File: src/rtl/ray_scheduler_pkg.sv
// rtl/ray_scheduler_pkg.sv - shared types and constants for the ray magnitude scheduler
package ray_scheduler_pkg;

    // Must track the pipeline depth of the magnitude datapath build
    localparam int RAY_LATENCY_DEFAULT = 6;
    localparam int TAG_ID_WIDTH        = 4;

    typedef struct packed {
        logic                    valid;
        logic [TAG_ID_WIDTH-1:0] id;
    } ray_tag_t;

    function automatic int clog2(input int value);
        int w;
        w = 0;
        while ((1 << w) < value) w++;
        return w;
    endfunction

endpackage

File: src/rtl/ray_scheduler_rr_arbiter.sv
// rtl/ray_scheduler_rr_arbiter.sv - round-robin one-hot arbiter with registered pointer
module ray_scheduler_rr_arbiter #(
    parameter int N    = 4,
    parameter int ID_W = 2
) (
    input  logic          clk,
    input  logic          reset,
    input  logic [N-1:0]  eligible,
    output logic [N-1:0]  grant,
    output logic [ID_W-1:0] grant_id,
    output logic          grant_valid
);

    logic [ID_W-1:0] rr_ptr;

    always_comb begin
        grant       = '0;
        grant_id    = '0;
        grant_valid = 1'b0;
        for (int k = 0; k < N; k++) begin
            int idx;
            idx = int'(rr_ptr) + k;
            if (idx >= N) idx = idx - N;
            if (!grant_valid && eligible[idx]) begin
                grant_valid = 1'b1;
                grant_id    = ID_W'(idx);
                grant[idx]  = 1'b1;
            end
        end
    end

    always_ff @(posedge clk) begin
        if (reset) begin
            rr_ptr <= '0;
        end else if (grant_valid) begin
            rr_ptr <= (grant_id == ID_W'(N - 1)) ? '0 : grant_id + 1'b1;
        end
    end

endmodule

File: src/rtl/ray_scheduler.sv
// rtl/ray_scheduler.sv - shares one fixed-latency magnitude datapath among N_REQ requesters
module ray_scheduler
    import ray_scheduler_pkg::*;
#(
    parameter int N_REQ       = 4,
    parameter int IN_WIDTH    = 8,
    parameter int OUT_WIDTH   = 8,
    parameter int RAY_LATENCY = RAY_LATENCY_DEFAULT,
    parameter int ID_WIDTH    = clog2(N_REQ)
) (
    input  logic                      clk,
    input  logic                      reset,
    input  logic                      enable,
    input  logic [N_REQ-1:0]          req_valid,
    input  logic [N_REQ*IN_WIDTH-1:0] req_x,
    input  logic [N_REQ*IN_WIDTH-1:0] req_y,
    output logic [N_REQ-1:0]          req_ready,
    output logic [IN_WIDTH-1:0]       ray_x,
    output logic [IN_WIDTH-1:0]       ray_y,
    input  logic [OUT_WIDTH-1:0]      ray_r,
    output logic [N_REQ-1:0]          res_valid,
    output logic [ID_WIDTH-1:0]       res_id,
    output logic [OUT_WIDTH-1:0]      res_r,
    output logic [N_REQ-1:0]          busy
);

    logic [N_REQ-1:0]    eligible;
    logic [N_REQ-1:0]    grant;
    logic [ID_WIDTH-1:0] grant_id;
    logic                grant_valid;
    logic [N_REQ-1:0]    ret_onehot;

    // Stage 0 lines up with ray_x/ray_y; the last stage lines up with ray_r
    ray_tag_t tags [RAY_LATENCY+1];
    ray_tag_t ret_tag;

    assign eligible   = req_valid & ~busy & {N_REQ{enable}};
    assign req_ready  = grant;
    assign ret_tag    = tags[RAY_LATENCY];
    assign ret_onehot = ret_tag.valid ? (N_REQ'(1) << ret_tag.id) : '0;

    ray_scheduler_rr_arbiter #(
        .N    (N_REQ),
        .ID_W (ID_WIDTH)
    ) u_arbiter (
        .clk         (clk),
        .reset       (reset),
        .eligible    (eligible),
        .grant       (grant),
        .grant_id    (grant_id),
        .grant_valid (grant_valid)
    );

    always_ff @(posedge clk) begin
        if (reset) begin
            ray_x     <= '0;
            ray_y     <= '0;
            res_valid <= '0;
            res_id    <= '0;
            res_r     <= '0;
            busy      <= '0;
            for (int i = 0; i <= RAY_LATENCY; i++) tags[i] <= '0;
        end else begin
            if (grant_valid) begin
                ray_x <= req_x[int'(grant_id)*IN_WIDTH +: IN_WIDTH];
                ray_y <= req_y[int'(grant_id)*IN_WIDTH +: IN_WIDTH];
            end else begin
                ray_x <= '0;
                ray_y <= '0;
            end
            tags[0].valid <= grant_valid;
            tags[0].id    <= TAG_ID_WIDTH'(grant_id);
            for (int i = 1; i <= RAY_LATENCY; i++) tags[i] <= tags[i-1];

            // A busy requester is never granted, so set and clear never collide
            busy      <= (busy | grant) & ~ret_onehot;
            res_valid <= ret_onehot;
            if (ret_tag.valid) begin
                res_id <= ID_WIDTH'(ret_tag.id);
                res_r  <= ray_r;
            end
        end
    end

endmodule

File: config.mk
export PLATFORM = sky130hd
export DESIGN_NAME = ray_scheduler
export DESIGN_NICKNAME = d
export VERILOG_FILES = /design/src/rtl/ray_scheduler_pkg.sv /design/src/rtl/ray_scheduler_rr_arbiter.sv /design/src/rtl/ray_scheduler.sv
export SDC_FILE = /design/constraint.sdc
export NUM_CORES = 1
export LEC_CHECK = 0
export ABC_AREA = 1
export BUFFER_PORTS_ARGS = -buffer_cell sky130_fd_sc_hd__buf_2
export CELL_PAD_IN_SITES_DETAIL_PLACEMENT = 1
export CELL_PAD_IN_SITES_GLOBAL_PLACEMENT = 1
export CORE_ASPECT_RATIO = 1.4
export CORE_MARGIN = 5
export CORE_UTILIZATION = 36
export CTS_BUF_LIST = sky130_fd_sc_hd__clkbuf_4 sky130_fd_sc_hd__clkbuf_8 sky130_fd_sc_hd__clkbuf_16
export DETAILED_ROUTE_END_ITERATION = 6
export PLACE_DENSITY = 0.83
export SYNTH_ARGS = -nofsm -noshare
export SYNTH_HDL_FRONTEND = slang
export SYNTH_SLANG_ARGS = --single-unit
export TNS_END_PERCENT = 50
File: constraint.sdc
create_clock -name clk -period 5.5 [get_ports clk]
set_input_delay 0.55 -clock clk [delete_from_list [all_inputs] [get_ports clk]]
set_output_delay 0.55 -clock clk [all_outputs]
set_load 0.02 [all_outputs]
== After elaboration in Yosys (flattened, before gate mapping) ==
Memory sizes are Yosys's and may differ from the RTL's.
Index checks and enable logic that the tools add are counted.

* Order comparisons: 12
* Equality and inequality tests: 1
* Muxes and demuxes: 49
* Bitwise operators: 18
* Reduce and logical (&&, ||, !) cells: 11
* Shifts and indexed selects: 3
* $add $sub $neg: 8

{| class="wikitable"
|+ Operator list
! cell !! count
|-
| greater-or-equal comparator 32 x 1 -> 1 bit (second input constant) || 4
|-
| less-than comparator 32 x 4 -> 1 bit (second input constant) || 4
|-
| 2-to-1 mux 32 bit || 4
|-
| greater-or-equal comparator 32 x 4 -> 1 bit (second input constant) || 3
|-
| subtractor 32 x 4 -> 32 bit (second input constant) || 3
|-
| variable part select 32 x 6 -> 8 bit || 2
|-
| 2-to-1 mux 5 bit || 6
|-
| 2-to-1 mux 4 bit || 6
|-
| 2-to-1 mux 1 bit || 20
|-
| bitwise OR 4 bit || 4
|-
| bitwise AND 4 bit || 3
|-
| 2-to-1 mux 2 bit || 5
|-
| binary-select mux 1 bit (select 2 bit) || 4
|-
| demux 1 bit (select 2 bit) || 4
|-
| NOT 4 bit || 2
|-
| bitwise OR 1 bit || 8
|-
| logical AND 1 bit || 7
|-
| adder 2 x 2 -> 3 bit (second input constant) || 2
|-
| << shifter 1 x 4 -> 4 bit (first input constant) || 1
|-
| subtractor 2 x 3 -> 4 bit (second input constant) || 1
|-
| adder 2 x 1 -> 3 bit (second input constant) || 1
|-
| greater-or-equal comparator 2 x 3 -> 1 bit (second input constant) || 1
|-
| logical NOT 1 bit || 3
|-
| adder 2 x 1 -> 2 bit (second input constant) || 1
|-
| other kinds (3) || 3
|}

* Input bits: 79
* Memories: 1
* Flip-flop bits (word level): 36
* Word-level logic and storage cells: 110
* RAM bits: 35
* Output and inout bits: 38

{| class="wikitable"
|+ Memories
! name !! words !! bits a word !! read ports !! clocked after Yosys merged registers in !! write ports !! line !! source
|-
| tags || 7 || 5 || 7 || 0 || 7 || ray_scheduler.sv:34 || <nowiki>ray_tag_t tags [RAY_LATENCY+1];</nowiki>
|}

== Longest topological paths before layout ==
* Word-level depth: 18
* Depth in mapped cells: 16

== By module ==
A second synthesis with hierarchy kept.

* Cell total of the unflattened synthesis: 444
* Area total of the unflattened synthesis: 2996.6 um^2

{| class="wikitable"
|+ By module, submodules not included
! module !! cells an instance !! sequential area each (um^2) !! instances !! area each (um^2)
|-
| ray_scheduler || 346 || 1101.1 || 1 || 2348.5
|-
| ray_scheduler_rr_arbiter || 98 || 40.0 || 1 || 648.1
|}

== Worst setup path after synthesis ==
OpenSTA, ideal clock, no wires.

* Kind: flip-flop to output port
* From: reg u_arbiter.rr_ptr[1]
* To: out req_ready[2]
* Buffers on the path: 0
* Arrival: 2.118 ns
* Path slack: 2.832 ns
* Cell stages (with the launch flop): 9
* Data required time: 4.950 ns
* Path through: dfxtp_1 inv_1 ha_1 inv_2 nand3_2 nand2_4 nor2_8 nand4_4 o21ai_0

* Longest elaborated chain between the ends: 15
* Elaborated cells on any way between the ends: 63
* Those cells by class: 7 x add/sub; 12 x order compare; 31 x mux; 3 x bitwise; 10 x reduce/logical

{| class="wikitable"
|+ Ends and longest elaborated chain
! what !! line !! source
|-
| start, declared || ray_scheduler_rr_arbiter.sv:14 || <nowiki>logic [ID_W-1:0] rr_ptr;</nowiki>
|-
| start signal, assigned || ray_scheduler_rr_arbiter.sv:36 || <nowiki>rr_ptr <= (grant_id == ID_W'(N - 1)) ? '0 : grant_id + 1'b1;</nowiki>
|-
| branches (longest 14 deep; another with subtractor 32 x 4 -> 32 bit) || -- ||
|-
| 2-to-1 mux 4 bit * || ray_scheduler_rr_arbiter.sv:24 || <nowiki>if (!grant_valid && eligible[idx]) begin</nowiki>
|-
| end, declared || ray_scheduler.sv:17 || <nowiki>output logic [N_REQ-1:0] req_ready,</nowiki>
|}

Mark *: on every way between the ends. The select of a mux whose other input is x is not followed.

== Worst setup path in the final report ==
* From: reg u_arbiter.rr_ptr[0]
* To: out req_ready[3]

The elaborated chain is that of the path after synthesis.

==> results.sh <==
export IMPL_cts_buffers=9
export IMPL_final_max_slew_viol_count=0
export IMPL_wl_per_cell_um=14.7
export IMPL_place_congestion=0.928
export IMPL_outcome="finished, final reports clean"
export IMPL_cts_setup_buffers=0
export IMPL_remaining_drc_errors=0
export IMPL_grt_remaining_overflow=0
export IMPL_cts_sinks=57
export IMPL_ir_worst_vdd_mv=0.322
export IMPL_placed_area_um2=3580
export IMPL_io_pins=117
export IMPL_synth_edff_count=0
export IMPL_core_um2=8200
export IMPL_syn_inst=426
export IMPL_wl_met3_um=662
export IMPL_synth_area_leader_cell="dfxtp_1"
export IMPL_cap_violations=0
export IMPL_critPathLaunchType="register"
export IMPL_grt_pass1_wl_um=15700
export IMPL_vias=3120
export IMPL_place_inst=624
export IMPL_async_reset_ff_share_pct=0
export IMPL_setup_tns_ns=0
export IMPL_ys_warn_count=0
export IMPL_grt_pass1_vias=3424
export IMPL_r2r_slack_ns=2.10
export IMPL_syn_nets=513
export IMPL_die_x_um=87.4
export IMPL_p_total_mw=2.79
export IMPL_crit_type="register to primary output"
export IMPL_cp_arrival_ns=2.91
export IMPL_routed_wl_um=9420
export IMPL_timing_final_hold_violations=0
export IMPL_antenna_cells=0
export IMPL_netlist_area_leader_share_pct=37.8
export IMPL_syn_area_per_cell_um2=7.08
export IMPL_drive_above_1_share_pct=32.3
export IMPL_rows=39
export IMPL_endpoint_kind="primary output"
export IMPL_cts_tree="built"
export IMPL_portBuffers=116
export IMPL_antenna_found_initial=0
export IMPL_ys_seq_elements=57
export IMPL_tightest_slew_ns=0.805
export IMPL_area_growth_pct=29.3
export IMPL_grt_max_degree=37
export IMPL_fin_skew_ns=0.00621
export IMPL_grt_total_usage_pct=19.0
export IMPL_wl_met1_um=3550
export IMPL_clockBufferDepth=2
export IMPL_rsz0062_at_grt="no"
export IMPL_start_util_pct=36.8
export IMPL_setup_violations=0
export IMPL_synth_cell_types=32
export IMPL_fmax_mhz=289
export IMPL_path_max_fanout=15
export IMPL_die_h_um=118
export IMPL_detail_route_vias_per_cell=4.88
export IMPL_htree_levels=3
export IMPL_cts_hold_fix_buffers=0
export IMPL_nets=620
export IMPL_clk_pin_slew_ns=0.05
export IMPL_clock_latency_ns=0.33
export IMPL_ys_flop_type="dfxtp_1"
export IMPL_drt_iter0_markers=95
export IMPL_wl_met2_um=5000
export IMPL_design_area_um2=3900
export IMPL_power_density_nw_per_um2=716
export IMPL_fin_crit_sh_pct=63.0
export IMPL_seq_area_frac_synth_pct=37.8
export IMPL_synth_area_um2=3020
export IMPL_hold_class="register to register"
export IMPL_synth_area_leaders="dfxtp_1 38%, nand2_1 16%, nand3_1 8.6%"
export IMPL_dr_pass1_iters=4
export IMPL_dr_max_layer_used="met4"
export IMPL_postCtsResizedCells=0
export IMPL_antenna_left=0
export IMPL_relSlewSlack_pct=46.2
export IMPL_dp_hpwl_um=7160
export IMPL_p_leak_nw=2.06
export IMPL_cts_root_buf="clkbuf_16"
export IMPL_fin_crit_ns=3.46
export IMPL_required_ns=4.95
export IMPL_die_area_um2=10300
export IMPL_instances_no_fill=640
-- path summary, 6_finish.rpt --
path | startpoint | endpoint | cells past startpoint
max | u_arbiter.rr_ptr[0] | req_ready[3] | 9
max reg2reg | u_arbiter.rr_ptr[0] | ray_x[1] | 11
min | tags[4][4] | tags[5][4] | 2
min reg2reg | tags[4][4] | tags[5][4] | 2
-- flip-flops by register name (all words and copies together), names as in the netlist --
register          count
u_arbiter.rr_ptr      2
ray_y                 8
res_id                2
res_r                 8
ray_x                 8
busy                  4
res_valid             4
tags                 21
-- layout by cell type (no fill, tap or decap), types with 2 or more instances in the layout --
cell type and instances:
inv_1 35, clkbuf_8 3, a21oi_2 9, o21ai_0 13, nand3_1 52, o21bai_1 3, nand2_4 3, buf_2 116
clkbuf_16 9, clkinvlp_4 2, nand3_2 6, nand4_1 6, a21oi_1 12, nand2_2 14, nor2_1 49, inv_2 3
dfxtp_1 57, ha_1 8, nand2_1 125
-- cell type report --
type                       count  area [um2]
clock buffer                  12         267
clock inverter                 4        50.0
fill                        1116        4300
inverter                      40         153
multi-input combinational    309        1580
sequential                    57        1140
tap                          102         128
timing repair buffer         116         581
-- power breakdown --
part	total [mW]	switching (mW)	internal (mW)
logic	1.67	1.17	0.501
clock network	0.576	0.190	0.386
registers	0.546	0.0499	0.496
total	2.79	1.41	1.38
-- logic make-up after synthesis --
| group | count (synthesis) | share of synthesized area (%) |
|---|---|---|
| and+or+nand+nor | 261 | 40.7 |
| buffers and inverters | 60 | 9.71 |
| DFF | 57 | 37.8 |
| AOI/OAI and AO/OA | 40 | 8.46 |
| adders and majority gates | 8 | 3.32 |
-- through the flow --
step / setup WS, ns / util, % / hold slack [ns]
6_report: 2.04 / 47.6 / 0.401
3_3_place_gp: 2.26 / 43.7 / 0.389
3_5_place_dp: 2.12 / 43.7 / 0.398
5_1_grt: 1.72 / 47.6 / 0.421
4_1_cts: 2.01 / 47.6 / 0.407
2_1_floorplan: 2.83 / - / 0.388
-- per-layer routing --
layer  vias to the layer above  track usage, %
met3                        16            5.36
li1                       1566               -
met1                      1426            19.8
met4                         0            8.45
met5                         -               0
met2                       112            34.5
-- critical path, cell delays in order (launching register included) --
cell     delay, ns
dfxtp_1       0.63
inv_1         0.34
ha_1          0.45
inv_2         0.09
nand3_2       0.11
nand2_4       0.09
nor2_8        0.15
nand4_4       0.18
o21ai_0       0.31
buf_2         0.23
-- cells in the mapped netlist, types with 2 or more instances --
cell      instances
a21oi_1          12
a21oi_2           9
buf_6             2
o21ai_0          13
buf_2             3
nand2_4           3
dfxtp_1          57
nand3_1          52
nor2_1           49
inv_1            35
nand4_1           6
nand2_2          14
inv_2             3
nand3_2           6
nand2_1         125
clkbuf_1          5
o21bai_1          3
buf_4             8
ha_1              8
Note: power is estimated with default switching activity, not from simulation.
